===== src/rtl/lzw_cam_pkg.sv =====
// Shared types for the LZW dictionary CAM: FSM states, stored key layout and count width helper.
// Key fields are sized for the widest supported configuration; narrower builds zero-extend.
package lzw_cam_pkg;

   typedef enum logic [1:0] {
      IDLE    = 2'd0,
      COMPARE = 2'd1,
      RESP    = 2'd2,
      CLEAR   = 2'd3
   } cam_state_t;

   localparam int KEY_MAX_CODE_W = 16;
   localparam int KEY_MAX_DATA_W = 16;

   typedef struct packed {
      logic [KEY_MAX_CODE_W-1:0] prefix;
      logic [KEY_MAX_DATA_W-1:0] sym;
   } cam_key_t;

   function automatic int count_width(input int n);
      return $clog2(n + 1);
   endfunction

endpackage


===== src/rtl/lzw_dict_cam_if.sv =====
// Request/response bus between the LZW encoder control and the dictionary CAM.
// Both channels transfer on a cycle where valid && ready; the source holds its fields stable until then.
interface lzw_dict_cam_if #(
   parameter int DATA_W = 8,
   parameter int CODE_W = 12
);
   logic              req_valid;
   logic              req_ready;
   logic [CODE_W-1:0] req_prefix;
   logic [DATA_W-1:0] req_sym;
   logic              req_insert;
   logic              rsp_valid;
   logic              rsp_ready;
   logic              rsp_hit;
   logic [CODE_W-1:0] rsp_code;
   logic              rsp_inserted;
   logic              rsp_dict_reset;

   modport master (
      output req_valid, req_prefix, req_sym, req_insert, rsp_ready,
      input  req_ready, rsp_valid, rsp_hit, rsp_code, rsp_inserted, rsp_dict_reset
   );

   modport slave (
      input  req_valid, req_prefix, req_sym, req_insert, rsp_ready,
      output req_ready, rsp_valid, rsp_hit, rsp_code, rsp_inserted, rsp_dict_reset
   );
endinterface


===== src/rtl/lzw_cam_entry.sv =====
// One CAM cell: stored key plus valid bit, with a combinational match against the search key.
// Clearing drops only the valid bit; the key bits are left as they were.
module lzw_cam_entry
   import lzw_cam_pkg::*;
(
   input  logic     clk,
   input  logic     rst,
   input  logic     we,
   input  logic     clr,
   input  cam_key_t key,
   output logic     match
);

   logic     valid;
   cam_key_t stored;

   always_ff @(posedge clk or posedge rst) begin
      if (rst) begin
         valid <= 1'b0;
      end else if (clr) begin
         valid <= 1'b0;
      end else if (we) begin
         valid <= 1'b1;
      end
   end

   always_ff @(posedge clk) begin
      if (we) begin
         stored <= key;
      end
   end

   assign match = valid && (stored == key);

endmodule


===== src/rtl/lzw_dict_cam.sv =====
// LZW dictionary CAM: handshaked lookup / insert-on-miss engine with fill tracking and clear.
// Optional LZW_DICT_AUTO_CLEAR_EN: the insert that fills the dictionary flags rsp_dict_reset and clears it after the response.
module lzw_dict_cam
   import lzw_cam_pkg::*;
#(
   parameter int  DATA_W    = 8,
   parameter int  CODE_W    = 12,
   parameter int  NUM_ENTRY = 64,
   parameter int  BASE_CODE = 256,
   localparam int CNT_W     = count_width(NUM_ENTRY)
) (
   input  logic                 clk,
   input  logic                 rst,
   lzw_dict_cam_if.slave        bus,
   input  logic                 clear,
   output logic                 full,
   output logic [CNT_W-1:0]     count,
   output cam_state_t           dbg_state
);

   localparam int IDX_W = (NUM_ENTRY > 1) ? $clog2(NUM_ENTRY) : 1;

   if (BASE_CODE + NUM_ENTRY > (1 << CODE_W)) begin : g_code_range_check
      $error("lzw_dict_cam: BASE_CODE + NUM_ENTRY exceeds the code space");
   end
   if (CODE_W > KEY_MAX_CODE_W || DATA_W > KEY_MAX_DATA_W) begin : g_key_width_check
      $error("lzw_dict_cam: key wider than cam_key_t");
   end

   cam_state_t           state;
   cam_state_t           state_nxt;
   cam_key_t             key_q;
   logic                 ins_q;
   logic                 clear_pend;
   logic [NUM_ENTRY-1:0] match;
   logic                 any_hit;
   logic [IDX_W-1:0]     hit_idx;
   logic                 accept;
   logic                 do_ins;
   logic                 clr_all;
   logic [CNT_W-1:0]     count_inc;
   logic                 rsp_hit_q;
   logic [CODE_W-1:0]    rsp_code_q;
   logic                 rsp_inserted_q;
   logic                 dict_reset_q;

   // State register
   always_ff @(posedge clk or posedge rst) begin
      if (rst) begin
         state <= IDLE;
      end else begin
         state <= state_nxt;
      end
   end

   // Next-state logic; a clear (live or pending) always wins over a new request
   always_comb begin
      state_nxt = state;
      unique case (state)
         IDLE: begin
            if (clear || clear_pend) begin
               state_nxt = CLEAR;
            end else if (bus.req_valid) begin
               state_nxt = COMPARE;
            end
         end
         COMPARE: state_nxt = RESP;
         RESP: begin
            if (bus.rsp_ready) begin
               state_nxt = (clear_pend || clear || dict_reset_q) ? CLEAR : IDLE;
            end
         end
         CLEAR:   state_nxt = IDLE;
         default: state_nxt = IDLE;
      endcase
   end

   // Output / control decode
   always_comb begin
      bus.req_ready = (state == IDLE) && !clear_pend && !clear;
      bus.rsp_valid = (state == RESP);
      accept        = bus.req_ready && bus.req_valid;
      do_ins        = (state == COMPARE) && !any_hit && ins_q && !full;
      clr_all       = (state == CLEAR);
   end

   assign dbg_state          = state;
   assign bus.rsp_hit        = rsp_hit_q;
   assign bus.rsp_code       = rsp_code_q;
   assign bus.rsp_inserted   = rsp_inserted_q;
   assign bus.rsp_dict_reset = dict_reset_q;
   assign count_inc          = count + CNT_W'(1);

   always_ff @(posedge clk or posedge rst) begin
      if (rst) begin
         key_q <= '0;
         ins_q <= 1'b0;
      end else if (accept) begin
         key_q <= '{prefix: KEY_MAX_CODE_W'(bus.req_prefix), sym: KEY_MAX_DATA_W'(bus.req_sym)};
         ins_q <= bus.req_insert;
      end
   end

   always_ff @(posedge clk or posedge rst) begin
      if (rst) begin
         clear_pend <= 1'b0;
      end else if (clr_all) begin
         clear_pend <= 1'b0;
      end else if (clear && state != IDLE) begin
         clear_pend <= 1'b1;
      end
   end

   for (genvar i = 0; i < NUM_ENTRY; i++) begin : g_cell
      lzw_cam_entry u_cell (
         .clk   (clk),
         .rst   (rst),
         .we    (do_ins && (count == CNT_W'(i))),
         .clr   (clr_all),
         .key   (key_q),
         .match (match[i])
      );
   end

   // Lowest matching index wins should duplicates ever be present
   always_comb begin
      any_hit = 1'b0;
      hit_idx = '0;
      for (int i = NUM_ENTRY - 1; i >= 0; i--) begin
         if (match[i]) begin
            any_hit = 1'b1;
            hit_idx = IDX_W'(i);
         end
      end
   end

   always_ff @(posedge clk or posedge rst) begin
      if (rst) begin
         count <= '0;
         full  <= 1'b0;
      end else if (clr_all) begin
         count <= '0;
         full  <= 1'b0;
      end else if (do_ins) begin
         count <= count_inc;
         full  <= (count_inc == CNT_W'(NUM_ENTRY));
      end
   end

   // Response fields are captured once at the end of COMPARE and held through RESP
   always_ff @(posedge clk or posedge rst) begin
      if (rst) begin
         rsp_hit_q      <= 1'b0;
         rsp_code_q     <= '0;
         rsp_inserted_q <= 1'b0;
      end else if (state == COMPARE) begin
         rsp_hit_q      <= any_hit;
         rsp_inserted_q <= do_ins;
         if (any_hit) begin
            rsp_code_q <= CODE_W'(BASE_CODE) + CODE_W'(hit_idx);
         end else if (do_ins) begin
            rsp_code_q <= CODE_W'(BASE_CODE) + CODE_W'(count);
         end else begin
            rsp_code_q <= '0;
         end
      end
   end

`ifdef LZW_DICT_AUTO_CLEAR_EN
   always_ff @(posedge clk or posedge rst) begin
      if (rst) begin
         dict_reset_q <= 1'b0;
      end else if (state == COMPARE) begin
         dict_reset_q <= do_ins && (count_inc == CNT_W'(NUM_ENTRY));
      end
   end
`else
   assign dict_reset_q = 1'b0;
`endif

endmodule


===== src/flat_wrapper.sv =====
// flat-port wrapper written by rule: the top's interface ports become plain ports
module lzw_dict_cam_flat import lzw_cam_pkg::*;
#(
   parameter int  DATA_W    = 8,
   parameter int  CODE_W    = 12,
   parameter int  NUM_ENTRY = 64,
   parameter int  BASE_CODE = 256,
   localparam int CNT_W     = count_width(NUM_ENTRY)
)
  (clk, rst, clear, full, count, dbg_state, bus_req_valid, bus_req_prefix, bus_req_sym, bus_req_insert, bus_rsp_ready, bus_req_ready, bus_rsp_valid, bus_rsp_hit, bus_rsp_code, bus_rsp_inserted, bus_rsp_dict_reset);
  lzw_dict_cam_if #(.DATA_W(DATA_W), .CODE_W(CODE_W)) bus_i ();
  input  logic clk;
  input  logic rst;
  input  logic clear;
  output logic full;
  output logic [CNT_W-1:0] count;
  output cam_state_t dbg_state;
  input wire logic [$bits(bus_i.req_valid)-1:0] bus_req_valid;
  input wire logic [$bits(bus_i.req_prefix)-1:0] bus_req_prefix;
  input wire logic [$bits(bus_i.req_sym)-1:0] bus_req_sym;
  input wire logic [$bits(bus_i.req_insert)-1:0] bus_req_insert;
  input wire logic [$bits(bus_i.rsp_ready)-1:0] bus_rsp_ready;
  output wire logic [$bits(bus_i.req_ready)-1:0] bus_req_ready;
  output wire logic [$bits(bus_i.rsp_valid)-1:0] bus_rsp_valid;
  output wire logic [$bits(bus_i.rsp_hit)-1:0] bus_rsp_hit;
  output wire logic [$bits(bus_i.rsp_code)-1:0] bus_rsp_code;
  output wire logic [$bits(bus_i.rsp_inserted)-1:0] bus_rsp_inserted;
  output wire logic [$bits(bus_i.rsp_dict_reset)-1:0] bus_rsp_dict_reset;
  assign bus_i.req_valid = bus_req_valid;
  assign bus_i.req_prefix = bus_req_prefix;
  assign bus_i.req_sym = bus_req_sym;
  assign bus_i.req_insert = bus_req_insert;
  assign bus_i.rsp_ready = bus_rsp_ready;
  assign bus_req_ready = bus_i.req_ready;
  assign bus_rsp_valid = bus_i.rsp_valid;
  assign bus_rsp_hit = bus_i.rsp_hit;
  assign bus_rsp_code = bus_i.rsp_code;
  assign bus_rsp_inserted = bus_i.rsp_inserted;
  assign bus_rsp_dict_reset = bus_i.rsp_dict_reset;
  lzw_dict_cam #(.DATA_W(DATA_W), .CODE_W(CODE_W), .NUM_ENTRY(NUM_ENTRY), .BASE_CODE(BASE_CODE)) u_core (.clk(clk), .rst(rst), .bus(bus_i), .clear(clear), .full(full), .count(count), .dbg_state(dbg_state));
endmodule

===== config.mk =====
export PLATFORM = sky130hd
export DESIGN_NAME = lzw_dict_cam_flat
export DESIGN_NICKNAME = d
export VERILOG_FILES = /design/src/rtl/lzw_cam_pkg.sv /design/src/rtl/lzw_dict_cam_if.sv /design/src/rtl/lzw_cam_entry.sv /design/src/rtl/lzw_dict_cam.sv /design/src/flat_wrapper.sv
export SDC_FILE = /design/constraint.sdc
export NUM_CORES = 2
export LEC_CHECK = 0
export CAP_MARGIN = 15
export CELL_PAD_IN_SITES_DETAIL_PLACEMENT = 1
export CELL_PAD_IN_SITES_GLOBAL_PLACEMENT = 1
export CORE_MARGIN = 2
export CORE_UTILIZATION = 24
export CTS_CLUSTER_DIAMETER = 80
export CTS_CLUSTER_SIZE = 12
export DETAILED_ROUTE_END_ITERATION = 8
export GPL_TIMING_DRIVEN = 0
export MAX_ROUTING_LAYER = met4
export PLACE_DENSITY = 0.41
export SETUP_SLACK_MARGIN = 0.5
export SYNTH_ARGS = -nofsm -noshare
export SYNTH_HDL_FRONTEND = slang
export SYNTH_SLANG_ARGS = --single-unit

===== constraint.sdc =====
create_clock -name clk -period 5.3 [get_ports clk]
set_clock_uncertainty 0.05 [all_clocks]
set_input_delay 1.06 -clock clk [delete_from_list [all_inputs] [get_ports clk]]
set_output_delay 1.06 -clock clk [all_outputs]
set_load 0.005 [all_outputs]

* Word level (Yosys, flattened, before mapping) *
Cells that the tools add are included.

cells by class
  add/sub/neg operators = 3
  equality and inequality tests = 133
  reductions and logical operators = 210
  mux-type cells = 269

operators with widths
  cell                    count
  $eq A20 B20 Y1          64
  $mux W6                 64
  $eq A7 B6 Y1 const B    32
  $mux W1                 196
  $logic_and A1 B1 Y1     135
  $reduce_bool A2 Y1      67
  $eq A7 B5 Y1 const B    16
  $eq A7 B4 Y1 const B    8
  $eq A7 B3 Y1 const B    4
  $mux W12                2
  $eq A7 B2 Y1 const B    2
  $mux W7                 2
  $add A9 B6 Y10 const A  1
  $add A9 B7 Y10 const A  1
  $mux W2                 4
  $pmux W2 S4             1
  $add A7 B1 Y7 const B   1
  $eq A7 B1 Y1 const B    1
  $eq A7 B7 Y1 const B    1
  $logic_not A7 Y1        1
  $eq A2 B2 Y1 const B    2
  $logic_not A1 Y1        4
  $ne A3 B2 Y1 const B    1
  $eq A2 B1 Y1 const B    1
  other kinds (4)         4

word-level totals
  register bits after elaboration = 1390
  input bits = 26
  logic and storage cells = 817

* Longest topological paths before layout *
  depth after elaboration = 73
  gate-level depth with buffers = 18
  depth with buffers taken out = 13

* Cells and area by module *
Synthesis repeated with hierarchy kept, for this count alone.

unflattened totals
  cell total of the unflattened synthesis = 5521
  area total of the unflattened synthesis = 89769.8 um2

by module, submodules not included
  module         sequential area each (um2)  area each (um2)  cells an instance  times used
  lzw_cam_entry  985.9                       1352.5           80                 64
  lzw_dict_cam   1051.0                      3206.8           401                1

* Worst setup path after synthesis *
OpenSTA, ideal clock, no wires.

  path type = reg2reg
  from = reg u_core.key_q[27] (netlist name)
  to = reg u_core.g_cell[63].u_cell.stored[0] (netlist name), enable pin
  period minus slack after synthesis = 5.126 ns
  cell stages (with the launch flop) = 13
  path slack = 0.174 ns
  path buffers = 2
  arrival time = 4.649 ns
  cells stage by stage = dfrtp_1 -> buf_4 -> buf_4 -> xor2_1 -> nor4_1 -> nand4_1 -> nand4_1 -> or3b_2 -> nor2_1 -> nand4_1 -> nor2_4 -> nand2_4 -> nor3_1

on the way
  cells in the longest elaborated chain, start to end = 71
  elaborated cells on any way between the ends = 197
  classes of those cells = 64 x eq/ne; 64 x mux; 69 x reduce/logical

RTL lines
  what                                   line                 text
  start, declared                        lzw_dict_cam.sv:32   cam_key_t key_q;
  start signal, assigned                 lzw_dict_cam.sv:99   key_q <= '{prefix: KEY_MAX_CODE_W'(bus.req_prefix), sym: KEY_MAX_DATA_W'(bus.req_sym)};
  $eq A20 B20 Y1                         lzw_cam_entry.sv:33  assign match = valid && (stored == key);
  $logic_and A1 B1 Y1                    lzw_cam_entry.sv:33
  $mux W1 (63 in a row)                  lzw_dict_cam.sv:130  if (match[i]) begin
  $mux W1 (*)                            lzw_dict_cam.sv:130
  $logic_not A1 Y1 (*)                   lzw_dict_cam.sv:83   do_ins = (state == COMPARE) && !any_hit && ins_q && !full;
  $logic_and A1 B1 Y1 (*) (3 in a row)   lzw_dict_cam.sv:83
  $logic_and A1 B1 Y1 (*)                lzw_dict_cam.sv:118  .we (do_ins && (count == CNT_W'(i))),
  named net u_core.g_cell[63].u_cell.we  lzw_cam_entry.sv:8   input logic we,
  end signal, assigned                   lzw_cam_entry.sv:29  stored <= key;
  end, declared                          lzw_cam_entry.sv:15  cam_key_t stored;

Mark *: on every way through the listed nets, which the timed path passes. The rest lies on a longest branch.
A chain may end at the register's enable or synchronous reset.

* Worst setup path after layout *
  from = reg u_core.key_q[26] (netlist name)
  to = reg u_core.g_cell[52].u_cell.stored[25] (netlist name), enable pin

on the way
  cells in the longest elaborated chain, start to end = 71
  elaborated cells on any way between the ends = 197
  classes of those cells = 64 x eq/ne; 64 x mux; 69 x reduce/logical

RTL lines
  what                                   line
  $eq A20 B20 Y1                         lzw_cam_entry.sv:33
  $logic_and A1 B1 Y1                    lzw_cam_entry.sv:33
  $mux W1 (63 in a row)                  lzw_dict_cam.sv:130
  $mux W1 (*)                            lzw_dict_cam.sv:130
  $logic_not A1 Y1 (*)                   lzw_dict_cam.sv:83
  $logic_and A1 B1 Y1 (*) (3 in a row)   lzw_dict_cam.sv:83
  $logic_and A1 B1 Y1 (*)                lzw_dict_cam.sv:118
  named net u_core.g_cell[52].u_cell.we  lzw_cam_entry.sv:8
  end signal, assigned                   lzw_cam_entry.sv:29
  end, declared                          lzw_cam_entry.sv:15

Marked as above.

==> out/results.ini <==
[power_and_ir_drop]
p_comb_share_pct = 46.8
internal-power_mw = 25.9
p_sw_share_pct = 41.6
switchingPower_mw = 18.5
ir_drop_mv = 0.367
p_per_area_nw_per_um2 = 581
clockPowerShare_pct = 21.9
pwr-share-seq_pct = 31.2
leakagePower_nw = 24.9

[sta]
slew_violations = 0
holdWs_ns = 0.436
worst_pin_slew_ns = 1.26
period_share_pct = 98.1
finalSetupViolCount = 0
min_period_ns = 5.20
rsz0062_at_grt = true
fmax_mhz = 192
hold_viol = 0
relSlewSlack_pct = 15.7

[critical_path]
crit_path_start_kind = flip-flop
end_kind = flip-flop
cp_data_arrival_time_ns = 5.65
critPathMaxFanout = 15
required_ns = 5.75
crit_type = reg2reg

[synth]
synth_area_leader_cell = edfxtp_1
ys_ff_latch = 1386
syn_area_per_cell_sq_um = 15.8
ys_warn_count = 0
synth_edf_count = 1280
async_flop_share_pct = 7.65
ys_types = 60
yosys.area.top_type_share_pct = 65.3
syn_area_sq_um = 58900
synth_cells = 3727
yosysSeqAreaShare_pct = 69.8
synthFlopType = edfxtp_1
ys_top_cells_by_area = edfxtp_1 (65%), xnor2_1 (14%), xor2_1 (5.4%)

[clock_tree]
clkTransAtPathRegs_ns = 0.07
cts_hold_buf = 0
cts-root-buf = clkbuf_16
clock_path_buffers = 3
cts_tree = built
cts_buffers = 138
h-tree-depth = 4
cts_sinks = 1386
clk_latency_ns = 0.82

[die]
start_util_pct = 24.2
die_h_microns = 499
fp.dieW_microns = 499
die_area_sq_um = 249000
pin_count = 53
design.core.area_sq_um = 244000
fp-row-count = 181

[global_routing]
overflow = 0
grt_usage_pct = 23.3
antenna_found_initial = 42
first_global_vias = 35800
grt_pass1_wl_microns = 372000
grt_start_max_net_pins = 63

[detailed_routing]
drc = 0
wire_per_inst_microns = 37.7
antenna_left = 0
viasPerCell = 4.81
firstDrtPassIters = 5
drt-initial-drc-count = 4280
vias = 36800
drt_wl_total_microns = 288000

[final_layout]
final_util_pct = 31.4
area_growth_pct = 29.8
fin_nets = 4374
drive_gt1_share_pct = 20.9

[placement]
port_buffers = 47
routabilityCongestion = 0.821
dp_hpwl_microns = 159000

[job]
maxCapViolations = 0

[worst_hold_path]
hold_class = reg2reg

[outcome]
status = completed

==> worst max-delay path, stage by stage (launching register included) <==
cell       delay (ns)
dfrtp_4          0.50
buf_16           0.16
buf_16           0.16
buf_16           0.16
buf_8            0.14
xnor2_2          0.13
nand4_1          0.10
nor4_2           0.06
nand4_1          0.10
buf_6            0.16
nand2_4          0.05
or4_4            0.56
nor4_4           0.44
nand4_1          0.19
buf_6            0.18
nor2_4           0.22
nand2_4          0.12
or4_4            0.52
buf_12           0.18
clkbuf_16        0.19
nor2_4           0.23
buf_16           0.20
==> cell usage after synthesis (7+ instances only) <==
| master | instances |
|---|---|
| buf_2 | 36 |
| nor2_1 | 99 |
| nor4_1 | 150 |
| o31ai_1 | 7 |
| o21ai_0 | 23 |
| xor2_1 | 361 |
| and3_1 | 10 |
| nor2_2 | 11 |
| nand2_1 | 57 |
| nor2_4 | 10 |
| a31oi_1 | 33 |
| xnor2_1 | 921 |
| mux2_2 | 21 |
| a21oi_1 | 13 |
| o21a_1 | 34 |
| edfxtp_1 | 1280 |
| dfrtp_1 | 106 |
| nand4_1 | 248 |
| nand3_1 | 67 |
| buf_6 | 25 |
| inv_1 | 19 |
| clkbuf_1 | 26 |
| buf_4 | 88 |
==> metrics by stage <==
step	instance area (sq um)	setup WS, ns	TNS [ns]	power (mW)	cells
after global routing	76400	0.0639	0	45.4	7630
after detailed placement	65500	-2.99	-2956.74	30.4	7076
after CTS	75100	0.231	0	44.6	7550
after global placement	63400	-6.99	-8463.15	29.9	6980
final	76400	0.0982	0	44.4	7641
after floorplan	58900	0.318	0	21.3	3731
==> worst paths after layout <==
path                       slack [ns]  depth (start not counted)                      startpoint                                   to
setup / recovery                  0.1                         21                u_core.key_q[26]  u_core.g_cell[52].u_cell.stored[25]
hold / removal                   0.44                          1  u_core.g_cell[54].u_cell.valid       u_core.g_cell[54].u_cell.valid
setup reg to reg                  0.1                         21                u_core.key_q[26]  u_core.g_cell[52].u_cell.stored[25]
hold reg to reg                  0.44                          1  u_core.g_cell[54].u_cell.valid       u_core.g_cell[54].u_cell.valid
max in group asynchronous        3.57                          3                             rst       u_core.g_cell[50].u_cell.valid
min in group asynchronous        0.68                          2                             rst                      u_core.key_q[3]
==> kinds of logic (layout without fill, tap and decap cells) <==
family / Yosys count / after routing / synth area share [%]
AOI/OAI and AO/OA: 146 / 146 / 1.69
DFF: 1386 / 1386 / 69.8
other: 1 / 19 / 0.00637
adders and majority gates: 5 / 5 / 0.106
muxes: 21 / 21 / 0.402
xor gates and xnor gates: 1282 / 1282 / 19.1
and+or+nand+nor: 689 / 708 / 6.65
buffers and inverters: 197 / 872 / 2.28
==> cell type report <==
type	instances	area [sq um]
multi-input cells	2167	17600
plain buffers	177	2840
diodes	14	35.0
fillers	25200	167000
repair buffers	454	6630
flip-flops and latches	1386	41200
inverters	19	76.3
well taps	3202	4010
clock inverters	20	231
clock buffers	202	3890
==> cell usage in the layout, fill, tap and decap left out, types with 23 or more instances in the layout <==
cell and instances:
edfxtp_1 1280, clkbuf_16 158, nand4_1 248, nor2_1 54, buf_8 53, xor2_1 361
o21a_1 34, nor4_1 112, buf_4 202, nand3_1 65, nand2_1 49, a31oi_1 33
clkdlybuf4s50_1 47, buf_6 45, clkbuf_1 76, xnor2_1 920, dfrtp_1 86, buf_16 82
nor2_4 76, bufbuf_16 25, o21ai_0 23, buf_12 134
==> per-layer routing <==
| layer | vias up | wire length (microns) | GRT usage (%) |
|---|---|---|---|
| li1 | 14900 | - | - |
| met5 | - | 0 | - |
| met4 | 0 | 5230 | 4.27 |
| met1 | 20200 | 133000 | 33.6 |
| met2 | 1384 | 131000 | 35.6 |
| met3 | 226 | 17800 | 2.53 |
==> flip-flops by register name, summed over array words and instances (netlist names) <==
register                     count
u_core.bus.rsp_code              8
u_core.bus.rsp_hit               1
u_core.bus.rsp_inserted          1
u_core.clear_pend                1
u_core.count                     7
u_core.dbg_state                 2
u_core.full                      1
u_core.g_cell.u_cell.stored   1280
u_core.g_cell.u_cell.valid      64
u_core.ins_q                     1
u_core.key_q                    20
==> power by group through the flow <==
stage | combinational, mW | sequential [mW] | clock [mW]
after floorplan | 6.70 | 14.6 | 0
after global routing | 21.3 | 13.9 | 10.3
after global placement | 12.1 | 17.8 | 0
after CTS | 20.8 | 13.9 | 9.92
after detailed placement | 15.4 | 15.0 | 0
final | 20.8 | 13.9 | 9.74
==> repair_timing <==
item                                     CTS  global route
resized for setup                        507            46
buffers inserted                         207            62
endpoints found under the setup margin  1362          1329
hold endpoints to repair                   0             0
pin swaps                                 81            47
cloned                                    45            13
No activity file was read; power rests on OpenSTA's default activity.
